--- config.mk ---
export PLATFORM = sky130hd
export DESIGN_NAME = inst_fetch
export DESIGN_NICKNAME = d
export VERILOG_FILES = /design/src/rtl/mips_if_pkg.sv /design/src/rtl/if_id_reg.sv /design/src/rtl/inst_fetch.sv
export SDC_FILE = /design/constraint.sdc
export NUM_CORES = 1
export LEC_CHECK = 0
export ABC_CLOCK_PERIOD_IN_PS = 3300
export BUFFER_PORTS_ARGS = -buffer_cell sky130_fd_sc_hd__buf_2
export CAP_MARGIN = 20
export CORE_ASPECT_RATIO = 0.7
export CORE_MARGIN = 4
export CORE_UTILIZATION = 35
export CTS_BUF_LIST = sky130_fd_sc_hd__clkbuf_8
export CTS_CLUSTER_DIAMETER = 200
export DETAILED_ROUTE_END_ITERATION = 16
export HOLD_SLACK_MARGIN = 0.15
export RECOVER_POWER = 100
export SLEW_MARGIN = 15
export SYNTH_ARGS = -nofsm -noshare
export SYNTH_HDL_FRONTEND = slang
export SYNTH_SLANG_ARGS = --single-unit
--- constraint.sdc ---
create_clock -name clk -period 3.3 [get_ports clk]
set_input_delay 0.495 -clock clk [delete_from_list [all_inputs] [get_ports clk]]
set_output_delay 0.495 -clock clk [all_outputs]
set_load 0.1 [all_outputs]
--- src/rtl/mips_if_pkg.sv ---
// Shared definitions for the instruction fetch stage.
//   - fetch_state_e : fetch FSM states (run, halted, fault)
//   - PC_W, INST_W  : program counter and instruction widths
//   - INST_NOP      : value held in IF/ID after reset
//   - DEFAULT_RESET_PC : default byte address fetched after reset
//   - is_aligned()  : word-alignment test on the low address bits
package mips_if_pkg;

  localparam int unsigned PC_W   = 32;
  localparam int unsigned INST_W = 32;

  localparam logic [INST_W-1:0] INST_NOP         = 32'h0000_0000;
  localparam logic [PC_W-1:0]   DEFAULT_RESET_PC = 32'h0000_0000;

  typedef enum logic [1:0] {
    StRun,
    StHalted,
    StFault
  } fetch_state_e;

  function automatic logic is_aligned(input logic [1:0] low_bits);
    return low_bits == 2'b00;
  endfunction

endpackage

--- src/rtl/if_id_reg.sv ---
// IF/ID pipeline register.
// Ports:
//   clk_i, rst_i : clock, synchronous active-high reset
//   load_i       : capture inst_i / pc_i and mark the entry valid
//   squash_i     : drop valid only; instruction and PCs are kept
//   inst_i, pc_i : fetched instruction and its byte address
//   valid_o, inst_o, pc_o, pc4_o : registered IF/ID contents
// With neither load_i nor squash_i asserted the register holds (stall).
module if_id_reg
  import mips_if_pkg::*;
#(
  parameter int unsigned DATA_W = INST_W
) (
  input  logic              clk_i,
  input  logic              rst_i,
  input  logic              load_i,
  input  logic              squash_i,
  input  logic [DATA_W-1:0] inst_i,
  input  logic [PC_W-1:0]   pc_i,
  output logic              valid_o,
  output logic [DATA_W-1:0] inst_o,
  output logic [PC_W-1:0]   pc_o,
  output logic [PC_W-1:0]   pc4_o
);

  logic              valid_q;
  logic [DATA_W-1:0] inst_q;
  logic [PC_W-1:0]   pc_q;
  logic [PC_W-1:0]   pc4_q;

  always_ff @(posedge clk_i) begin
    if (rst_i) begin
      valid_q <= 1'b0;
      inst_q  <= DATA_W'(INST_NOP);
      pc_q    <= '0;
      pc4_q   <= '0;
    end else if (squash_i) begin
      valid_q <= 1'b0;
    end else if (load_i) begin
      valid_q <= 1'b1;
      inst_q  <= inst_i;
      pc_q    <= pc_i;
      pc4_q   <= pc_i + PC_W'(4);
    end
  end

  assign valid_o = valid_q;
  assign inst_o  = inst_q;
  assign pc_o    = pc_q;
  assign pc4_o   = pc4_q;

endmodule

--- src/rtl/inst_fetch.sv ---
// Instruction fetch stage: owns the PC, addresses the combinational
// instruction ROM and loads the IF/ID register.
// Ports:
//   clk, rst (sync, active-high)
//   stall, redirect_valid/redirect_target, halt_req, resume : control in
//   rom_addr, rom_sel / rom_data : ROM word address, select, read data
//   if_id_valid, if_id_inst, if_id_pc, if_id_pc4 : IF/ID contents
//   halted, fault : current FSM state flags
//   fetch_count : count of valid IF/ID loads, only when INST_FETCH_PERF_EN
//                 is defined
module inst_fetch
  import mips_if_pkg::*;
#(
  parameter logic [PC_W-1:0] RESET_PC = DEFAULT_RESET_PC,
  parameter int unsigned     ADDR_W   = 10,
  parameter int unsigned     DATA_W   = INST_W
) (
  input  logic              clk,
  input  logic              rst,
  input  logic              stall,
  input  logic              redirect_valid,
  input  logic [31:0]       redirect_target,
  input  logic              halt_req,
  input  logic              resume,
  output logic [ADDR_W-1:0] rom_addr,
  output logic              rom_sel,
  input  logic [DATA_W-1:0] rom_data,
  output logic              if_id_valid,
  output logic [DATA_W-1:0] if_id_inst,
  output logic [31:0]       if_id_pc,
  output logic [31:0]       if_id_pc4,
  output logic              halted,
  output logic              fault
`ifdef INST_FETCH_PERF_EN
  ,
  output logic [31:0]       fetch_count
`endif
);

  fetch_state_e    state_q, state_d;
  logic [PC_W-1:0] pc_q, pc_d;
  logic            load, squash;
  logic            target_ok;

  assign target_ok = is_aligned(redirect_target[1:0]);

  always_comb begin
    state_d = state_q;
    pc_d    = pc_q;
    load    = 1'b0;
    squash  = 1'b0;
    unique case (state_q)
      StRun: begin
        if (redirect_valid) begin
          // Squash the wrong-path fetch even when stalled.
          squash = 1'b1;
          if (target_ok) pc_d = redirect_target;
          else           state_d = StFault;
        end else if (halt_req) begin
          squash  = 1'b1;
          state_d = StHalted;
        end else if (!stall) begin
          load = 1'b1;
          pc_d = pc_q + PC_W'(4);
        end
      end
      StHalted: begin
        squash = 1'b1;
        if (redirect_valid && !target_ok) begin
          state_d = StFault;
        end else begin
          if (redirect_valid) pc_d = redirect_target;
          if (resume)         state_d = StRun;
        end
      end
      StFault: begin
        squash = 1'b1;
      end
      default: begin
        squash  = 1'b1;
        state_d = StFault;
      end
    endcase
  end

  always_ff @(posedge clk) begin
    if (rst) begin
      state_q <= StRun;
      pc_q    <= RESET_PC;
    end else begin
      state_q <= state_d;
      pc_q    <= pc_d;
    end
  end

  assign rom_sel  = (state_q == StRun) && !stall;
  // ROM aliases every 2**(ADDR_W+2) bytes; no range check.
  assign rom_addr = pc_q[ADDR_W+1:2];
  assign halted   = (state_q == StHalted);
  assign fault    = (state_q == StFault);

  if_id_reg #(
    .DATA_W (DATA_W)
  ) u_if_id_reg (
    .clk_i    (clk),
    .rst_i    (rst),
    .load_i   (load),
    .squash_i (squash),
    .inst_i   (rom_data),
    .pc_i     (pc_q),
    .valid_o  (if_id_valid),
    .inst_o   (if_id_inst),
    .pc_o     (if_id_pc),
    .pc4_o    (if_id_pc4)
  );

`ifdef INST_FETCH_PERF_EN
  logic [31:0] fetch_count_q;

  always_ff @(posedge clk) begin
    if (rst)       fetch_count_q <= '0;
    else if (load) fetch_count_q <= fetch_count_q + 32'd1;
  end

  assign fetch_count = fetch_count_q;
`endif

endmodule
Word level (Yosys, flattened, before mapping)
Index checks and enable logic that the tools add are counted.
Storage, ports and cells
  input port bits: 70
  word-level logic and storage cells: 50
  output and inout bits: 110
  register bits: 131
Cells by class
  bitwise logic cells: 2
  multiplexer cells: 20
  equal/unequal tests: 10
  add/subtract/negate cells: 1
  reductions and logical operators: 11
Operators with widths (number)
  32-bit two-way mux: 6
  32-bit one-hot mux with 2 select lines: 1
  32-bit by 3-bit adder with 32-bit output (second input constant): 1
  3-bit != test (second input constant): 5
  2-bit two-way mux: 5
  1-bit two-way mux: 7
  2-bit one-hot mux with 3 select lines: 1
  6-bit AND reduction: 1
  2-bit zero test: 2
  2-bit != test (second input constant): 2
  4-bit AND reduction: 1
  3-bit by 2-bit != test with 1-bit output (second input constant): 1
  2-bit by 1-bit equality test with 1-bit output (second input constant): 1
  2-bit equality test (second input constant): 1
  1-bit logical AND: 2
  1-bit zero test: 2
  1-bit NOT: 2
  2-bit AND reduction: 1
  2-bit nonzero test: 1
  2-bit OR reduction: 1

Logic depth before layout (Yosys ltp)
Gate-level depths: netlist of run 1.
  word-level depth: 5
  gate-level depth with buffers: 8
  mapped depth without buffers: 6

By module
A second synthesis of run 1 with hierarchy kept.
Unflattened totals
  cells, all modules: 778
  area total of the unflattened synthesis: 6143.4 um2
By module, submodules not included
  if_id_reg: area each 3806.2 um2, seq. area each 1901.8 um2, instances 1, cells each 478
  inst_fetch: area each 2337.2 um2, seq. area each 680.7 um2, instances 1, cells each 300

Least setup slack after synthesis of run 1
OpenSTA, ideal clock, no wires.
  kind: input to output
  from: input stall
  to: output rom_sel
  path buffers: 0
  setup slack: 283 ps
  stages: 1
  arrival: 2522 ps
  path through: nor3_1
On the way
  longest elaborated chain between the ends: 2
RTL lines
  start: declaration: line inst_fetch.sv:20  | input logic stall,
  1-bit zero test: line inst_fetch.sv:96  | assign rom_sel = (state_q == StRun) && !stall;
  1-bit logical AND: line inst_fetch.sv:96
  end: declaration: line inst_fetch.sv:26  | output logic rom_sel,
No other way between the ends.

Final worst setup path of run 1
  from: register pc_q[2]
  to: register pc_q[26]
On the way
  longest elaborated chain between the ends: 5
RTL lines
  start: declaration: line inst_fetch.sv:41  | logic [PC_W-1:0] pc_q, pc_d;
  start signal: assignment: line inst_fetch.sv:92  | pc_q <= pc_d;
  32-bit by 3-bit adder with 32-bit output: line inst_fetch.sv:64  | pc_d = pc_q + PC_W'(4);
  32-bit two-way mux: line inst_fetch.sv:62  | end else if (!stall) begin
  32-bit two-way mux: line inst_fetch.sv:59  | end else if (halt_req) begin
  32-bit two-way mux: line inst_fetch.sv:54  | if (redirect_valid) begin
  32-bit one-hot mux with 2 select lines: line inst_fetch.sv:52  | unique case (state_q)
No other way between the ends. The select of a mux whose other input is x is not followed.
A chain may end at the register's enable or synchronous reset.

==> results.txt, run 1 <==
For the final routed database, the setup TNS stands at 0 ns. Walking the worst path, the cells encountered are ha_1 -> nand3_1 -> nor4_2 -> nand3_1 -> or3_1 -> a31oi_1. Along the worst path, the maximum fanout reaches 8. The root cell of the clock tree is sky130_fd_sc_hd__clkbuf_8. The initial antenna violation count came to 0. The slew at the pin with the worst max-slew slack is 1.35 ns. The summed instance area of the synthesized netlist came out at 5740 um^2. The floorplan has 38 rows.

The CTS H-tree depth is 4. In the routed design, unresolved DRC markers number 0. The slack of the worst reg-to-reg path came out at 0.67 ns.

The cell count after placement is 1051. The synthesis warning total is 0. The number of antenna cells inserted is 0. The count of flip-flops with a built-in enable after synthesis came out at 0. The number of different library cells used by synthesis comes to 51. The number of nets with antenna violations after detailed routing is 0. The die boundary height came out at 115 um.

The area fraction of the dominant cell type after synthesis came out at 0.450. The depth of the worst register-to-register path came out at 6. The largest clock skew in the final design came out at 0.0117 ns.

The worst hold path begins at rom_data[1]. The routed layout has 5442 vias. The kind of cell with the highest combined delay along the critical path is simple AND/OR/NAND/NOR gates. The run finished with clean final reports.

After global routing, the most crowded layer is met1. The largest incremental delay on the critical path came out at 0.77 ns. The number of clock buffers added by TritonCTS is 17.

The first routing iteration left 360 violations. The switching power as a share of total power is 0.334. The area growth from synthesis to layout is 21.2%. In this run the critical register-to-register path is captured at pc_q[26]. The register clock-pin slew on the reported worst setup and hold paths is 0.08 ns.

The initial core utilization came out at 0.363. The die is 161 um wide. The placer's final routability congestion estimate is 0.862. The path with the worst hold slack has its endpoint at u_if_id_reg.inst_o[1].

For this design the static power due to leakage is 0.00238 uW. Data arrives at the worst endpoint at 3.02 ns. The post-cts resize count came out at 0.

Averaged over all synthesized cells, the footprint is 8.09 um^2. The final net count came out at 921. STA puts the critical path data required time at 3.68 ns. Setup repair after global routing left no endpoint under its margin.

The class of the most critical setup path is reg2reg. The met1 track demand over resource came out at 0.285. The worst setup path is launched from a flop. The number of global-route vias before repair is 4906.

The number of buffers inserted by hold repair at cts is 0. The clock tree from TritonCTS is done. The worst register-to-register path begins at pc_q[2].

Yosys attributes the largest share of cell area to sky130_fd_sc_hd__dfxtp_1 45%, sky130_fd_sc_hd__nand2_1 9.8%, sky130_fd_sc_hd__a21oi_1 7.3%, sky130_fd_sc_hd__a211oi_1 3.7%, sky130_fd_sc_hd__nor2_1 3.5%. The total power divided by cell area is 541 nW/um^2. The met3 usage is 0.0537. The all-layer global routing usage came out at 0.186.

The final hold violation count came out at 0. The fraction of registers with async set or reset after synthesis came out at 0. In this design, the critical path's most frequently occurring cell is sky130_fd_sc_hd__nand3_1.

The clock insertion delay at the later pin of the skew report came out at 0.45 ns. The sequential element share of the synthesized area came out at 0.450. 180 I/O pins were placed. Counting along the longest clock path gives a buffer depth of 2.

The die covers 18500 um^2. The pin count of the biggest net entering global routing is 54. The sequential fraction of design power is 0.447.

Of the available clock period, the critical path in the final layout requires 0.798. The relative max-transition margin came out at 0.0990. Summed over all layers, the routed wires come to 17.7 mm. The net count after synthesis is 780. The capturing element type of the critical path is a flop. The number of buffer cells added on primary ports came out at 179.

Internal power comes to 2500 uW. The final number of max-transition violations came to 0. The number of stages on the worst hold path is 3. Counting both buffers and inverters, the worst setup path holds a total of 0.

The maximum ir drop on the vdd rail came out at 0.000225 V. The global-route wire length before repair is 27.3 mm. On the critical path, the stage with the largest delay is an instance of sky130_fd_sc_hd__nor4_2. The top achievable clock speed is 380 MHz. The type of the tightest min-delay check is in2reg. The total core area is 15800 um^2. The detail-routed via count per cell came out at 5.02. The setup-violating endpoint count in the final report came out at 0.

Across the run, the number of max-cap violations was 0. The number of setup buffers added after CTS is 0. The proportion of power drawn by the clock network is 0.383. The most used flip-flop cell after synthesis is sky130_fd_sc_hd__dfxtp_1.

The minimum clock period is 2.63 ns. The layout cell share with drive strength beyond 1 is 0.144. The number of instances in the synthesized netlist came out at 709. The final cell count without fillers is 1083.

After global routing the overflow that remains totals 0. Detailed placement ended at an HPWL of 12.5 mm. The met2 global-route usage came out at 0.249. The length of the first detailed-routing pass in iterations is 5. The net switching component of the power came out at 1260 uW. Dividing the detail-routed wire length by the instance count gives 16.3 um.

The relative contribution of combinational cells to total power came out at 0.170. The number of sinks on the clock net came out at 129. sky130_fd_sc_hd__dfxtp_1 takes more of the synthesized area than any other cell. The number of flip-flops and latches in the synthesized netlist is 129.
sequential cells by signal, indices dropped and copies added, names as in the netlist:
| signal | count |
|---|---|
| u_if_id_reg.inst_o | 32 |
| u_if_id_reg.pc_o | 30 |
| u_if_id_reg.pc4_o | 32 |
| u_if_id_reg.valid_o | 1 |
| pc_q | 32 |
| state_q | 2 |
cells by family after synthesis:
family | Yosys count | synth area share
AO/OA/AOI/OAI | 174 | 0.190
flip-flops | 129 | 0.450
buffers and inverters | 80 | 0.0624
multiplexers | 4 | 0.00720
AND/OR/NAND/NOR | 293 | 0.245
adder cells (fa/ha/maj) | 1 | 0.00218
XOR/XNOR | 28 | 0.0428
placed cells by master, fill, tap and decap left out, types with 3 or more instances in the layout:
cell type                   Yosys  final
sky130_fd_sc_hd__a211o_1        3      3
sky130_fd_sc_hd__a211oi_1      28     28
sky130_fd_sc_hd__a21o_1         3      3
sky130_fd_sc_hd__a21oi_1       84     84
sky130_fd_sc_hd__a22oi_1        8      8
sky130_fd_sc_hd__a2bb2oi_1      3      3
sky130_fd_sc_hd__a31oi_1        4      4
sky130_fd_sc_hd__a32oi_1       12     12
sky130_fd_sc_hd__and2_1         8      7
sky130_fd_sc_hd__and3_1         7      7
sky130_fd_sc_hd__buf_2         10     68
sky130_fd_sc_hd__buf_4         12     12
sky130_fd_sc_hd__bufinv_16      0      3
sky130_fd_sc_hd__clkbuf_1      43    113
sky130_fd_sc_hd__clkbuf_8       0     17
sky130_fd_sc_hd__clkinv_4       0      6
sky130_fd_sc_hd__dfxtp_1      129    129
sky130_fd_sc_hd__inv_1          7      7
sky130_fd_sc_hd__mux2i_1        3      3
sky130_fd_sc_hd__nand2_1      150    150
sky130_fd_sc_hd__nand2b_1       3      3
sky130_fd_sc_hd__nand3_1       17     17
sky130_fd_sc_hd__nand3b_1       7      7
sky130_fd_sc_hd__nand4_1        7      7
sky130_fd_sc_hd__nor2_1        54     54
sky130_fd_sc_hd__nor3_1         9     10
sky130_fd_sc_hd__nor4_1         6      6
sky130_fd_sc_hd__nor4_2         2      3
sky130_fd_sc_hd__o211ai_1       4      4
sky130_fd_sc_hd__o21ai_0       15     15
sky130_fd_sc_hd__o32ai_1        3      3
sky130_fd_sc_hd__or3_1          8      8
sky130_fd_sc_hd__xnor2_1       16     16
sky130_fd_sc_hd__xor2_1        12     12
worst max path at each step:
| stage | from | to | slack [ns] | depth (start not counted) |
|---|---|---|---|---|
| after global placement | redirect_valid | u_if_id_reg.pc_o[24] | 0.81 | 6 |
| after detailed placement | redirect_valid | u_if_id_reg.pc_o[12] | 0.80 | 6 |
| after global routing | pc_q[2] | pc_q[26] | 0.44 | 6 |
| final | pc_q[2] | pc_q[26] | 0.67 | 6 |
| after CTS | pc_q[2] | pc_q[26] | 0.91 | 6 |
| after floorplan | stall | rom_sel | 0.28 | 1 |
power by group through the flow:
stage	sequential [uW]	clock (uW)	combinational, uW
after detailed placement	1720	0	654
after global routing	1690	1540	682
after floorplan	1920	0	298
final	1680	1440	639
after global placement	1720	0	654
after CTS	1680	1470	656
synthesized netlist by cell type (all sizes together), types with 12 or more instances:
master / instances
a211oi: 28
a21oi: 84
a32oi: 12
buf: 30
clkbuf: 43
dfxtp: 129
nand2: 150
nand3: 18
nor2: 54
o21ai: 15
xnor2: 16
xor2: 12
routing by layer:
metal,vias to the layer above,wire length [um]
li1,2742,-
met1,2500,9040
met2,174,7010
met3,26,1340
met4,0,262
met5,-,0
stage by stage:
stage          hold WS, ns   util  setup slack (ns)  area [um^2]  total power (uW)
3_3_place_gp         0.440  0.425             0.812         6710              2370
6_report             0.268  0.440             0.667         6950              3760
3_5_place_dp         0.443  0.425             0.798         6710              2370
2_1_floorplan        0.427      -             0.283         5740              2210
4_1_cts              0.249  0.451             0.908         7120              3810
5_1_grt              0.261  0.440             0.441         6950              3910
worst reg2reg max path: stages, from the launching register on:
cell	delay (ns)
sky130_fd_sc_hd__dfxtp_1	0.47
sky130_fd_sc_hd__ha_1	0.29
sky130_fd_sc_hd__nand3_1	0.23
sky130_fd_sc_hd__nor4_2	0.77
sky130_fd_sc_hd__nand3_1	0.28
sky130_fd_sc_hd__or3_1	0.37
sky130_fd_sc_hd__a31oi_1	0.16
cell type report:
| type | count | area (um^2) |
|---|---|---|
| clock buffer | 17 | 234 |
| clock inverter | 15 | 185 |
| fill | 1701 | 8840 |
| inverter | 7 | 26.3 |
| multi-input combinational | 500 | 2780 |
| sequential | 129 | 2580 |
| tap | 220 | 275 |
| timing repair buffer | 195 | 865 |
Power figures use the tool's default switching activity.
==> run 2, diff against run 1 <==
Settings changed: ABC_CLOCK_PERIOD_IN_PS 3300 to 2600.
Clock period 3.3 ns to 2.6 ns, I/O delays scaled along.
==> run 2 against run 1 <==
  * Die area unchanged
  * Non-clock buffer count is 16 higher
  * Setup slack lost 0.44 ns
==> results.txt, run 2 (synthesis results as in run 1) <==
The flow ran to the end, and the final reports show no timing, DRC or antenna violations. The register clock-pin slew on the reported worst setup and hold paths came out at 0.09 ns. The count of max-cap constraint violations came out at 0. The number of buffers inserted by hold repair at cts is 1. Setup violations remaining at the end of the flow were counted as 0.

The total number of vias came out at 5497. The final hold violation count came out at 0. The post-detailed-placement cell area is 6860 um^2. For this run, global-route usage on met3 was measured as 0.0738. The critical path goes through nor2b_1 -> clkbuf_1 -> buf_2. In this run the worst hold path is classified as in2reg. The worst hold path begins at rom_data[9]. The leakage component of the power came out at 0.00249 uW. Entering global routing, the biggest net connects 88 pins.

Detailed placement ended at an HPWL of 13.0 mm. The total power divided by cell area came out at 656 nW/um^2. The slew at the pin with the worst max-slew slack is 1.32 ns. The initial antenna violation count is 0.

The count of nets left with antenna violations once routing finished came out at 0. After detailed routing, the number of vias per cell comes to 5.00. The worst hold slack came out at 0.182 ns. The CTS H-tree depth is 4. Leaving out fill and tap cells, the most frequent cells in the layout are 150 x sky130_fd_sc_hd__nand2_1, 129 x sky130_fd_sc_hd__dfxtp_1, 108 x sky130_fd_sc_hd__clkbuf_1, 84 x sky130_fd_sc_hd__a21oi_1, 69 x sky130_fd_sc_hd__buf_2. The layout cell share with drive strength beyond 1 came out at 0.164. For flop-to-flop paths, the worst setup slack is 0.28 ns. The initial utilization of the core area, before any placement, comes to 0.363.

The post-cts resize count came out at 0. The top achievable clock speed came out at 421 MHz. The worst setup path is captured at a primary output. The most common cell after layout, fill and taps aside is sky130_fd_sc_hd__nand2_1. For this run, the total global-route usage over all layers was measured as 0.189. The startpoint type of the worst setup path is a flop. The design area came out at 7090 um^2. The worst hold path terminates at u_if_id_reg.inst_o[9].

The library cell contributing the largest single delay on the critical path is sky130_fd_sc_hd__buf_2. Of all nets on the critical path, the largest fanout is 8. The cell sitting at the root of the clock tree is a sky130_fd_sc_hd__clkbuf_8. The detailed router finished its first iteration with 349 violations.

In this run the tool buffered the top-level ports with 179 buffer cells. The wire length per cell is 16.5 um. The largest clock skew in the final design is 0.0157 ns. The startpoint identified for the worst register-to-register timing path is state_q[0]. The post-CTS setup buffer count is 0. Setup repair after global routing left no endpoint under its margin. The clock insertion delay at the later pin of the skew report came out at 0.44 ns.

The relative max-transition margin came out at 0.125. At the end of the flow the core is filled with cells to 0.449. The number of global-route vias before repair is 5055.

Summed over all layers, the routed wires come to 18.1 mm. The placer's final routability congestion estimate is 0.861. The area growth from synthesis to layout came out at 23.6%. The overall die width came out at 161 um. The minimum clock period is 2.38 ns. In the global route stage, met1 resource usage came out at 0.277. The standard-cell row count is 38. The multi-input combinational cell area is 2790 um^2. The total core area is 15800 um^2.

The most critical setup path has its startpoint at state_q[0]. The area taken by flip-flops and latches came out at 2580 um^2. The number of antenna cells inserted is 0. The number of sinks on the clock net came out at 129. The sum of negative setup slack is 0 ns.

The critical path is of the reg2out type. The depth of the worst register-to-register path is 7. The final cell count without fillers is 1099.

The largest single stage delay on the critical path is 0.53 ns. The worst path arrival time is 1.99 ns. For this design the top-level I/O count stands at 180.

The final net count is 937. The number of stages on the worst hold path came out at 3. The post-route fraction of the period consumed by the critical path came out at 0.914. The filler cell count in the final layout came out at 1717. The total DRC errors in the routed layout came out at 0.

The floorplan step defined a die boundary enclosing 18500 um^2. The length of the first detailed-routing pass in iterations came out at 5. The maximum ir drop on the vdd rail is 0.000294 V. The longest clock path from root to sink contains 2 buffers. The total congestion overflow is 0.

The number of clock buffers added by TritonCTS is 17. The endpoint of the most critical register-to-register path is pc_q[7]. The die boundary height came out at 115 um. The most crowded layer after global routing is met1. The met2 global-route usage came out at 0.260. The worst path required time came out at 2.21 ns. The global-route wire length before repair is 27.8 mm. TritonCTS built the clock tree. The final number of max-transition violations is 0.

The cell count after placement came out at 1066.
run 2: cell types whose count changed in the layout (fill, tap and decap cells not counted), moves of 3 or more:
cell	change
sky130_fd_sc_hd__buf_12	+3
sky130_fd_sc_hd__buf_4	+13
sky130_fd_sc_hd__clkbuf_1	-5
sky130_fd_sc_hd__clkbuf_2	+3
sky130_fd_sc_hd__clkinv_4	-5
sky130_fd_sc_hd__inv_6	+4
run 2: through the flow:
step	setup slack [ns]	power [uW]
after CTS	0.420	4720
final	0.224	4650
after global routing	0.121	4850
after floorplan	0.487	2810
after global placement	0.343	3030
after detailed placement	0.345	3030
run 2: how the worst max path moves through the flow:
stage	cells after the start	slack (ns)	end
2_1_floorplan	2	0.49	fault
3_3_place_gp	5	0.34	pc_q[26]
3_5_place_dp	5	0.35	pc_q[16]
4_1_cts	6	0.42	pc_q[26]
5_1_grt	3	0.12	halted
6_report	3	0.22	halted
run 2: final cells by class:
cell class / instances / area share
clock buffer: 17 / 0.0330
clock inverter: 15 / 0.0210
inverter: 7 / 0.00371
multi-input combinational: 500 / 0.394
sequential: 129 / 0.364
tap: 220 / 0.0388
timing repair buffer: 211 / 0.146
run 2: critical path, delay by kind of cell (launching register included):
family / cells / cell delay [ns]
flip-flops: 1 / 0.42
AND/OR/NAND/NOR: 1 / 0.21
buffers and inverters: 2 / 0.92
run 2: per-layer routing:
metal	wire length, um	part of all wire
met1	8970	0.50
met2	7160	0.40
met3	1730	0.096
met4	249	0.014
met5	0	0
run 2: power breakdown:
group	switching (uW)	internal, uW
sequential	75.7	2050
combinational	658	191
clock	896	785
total	1630	3020
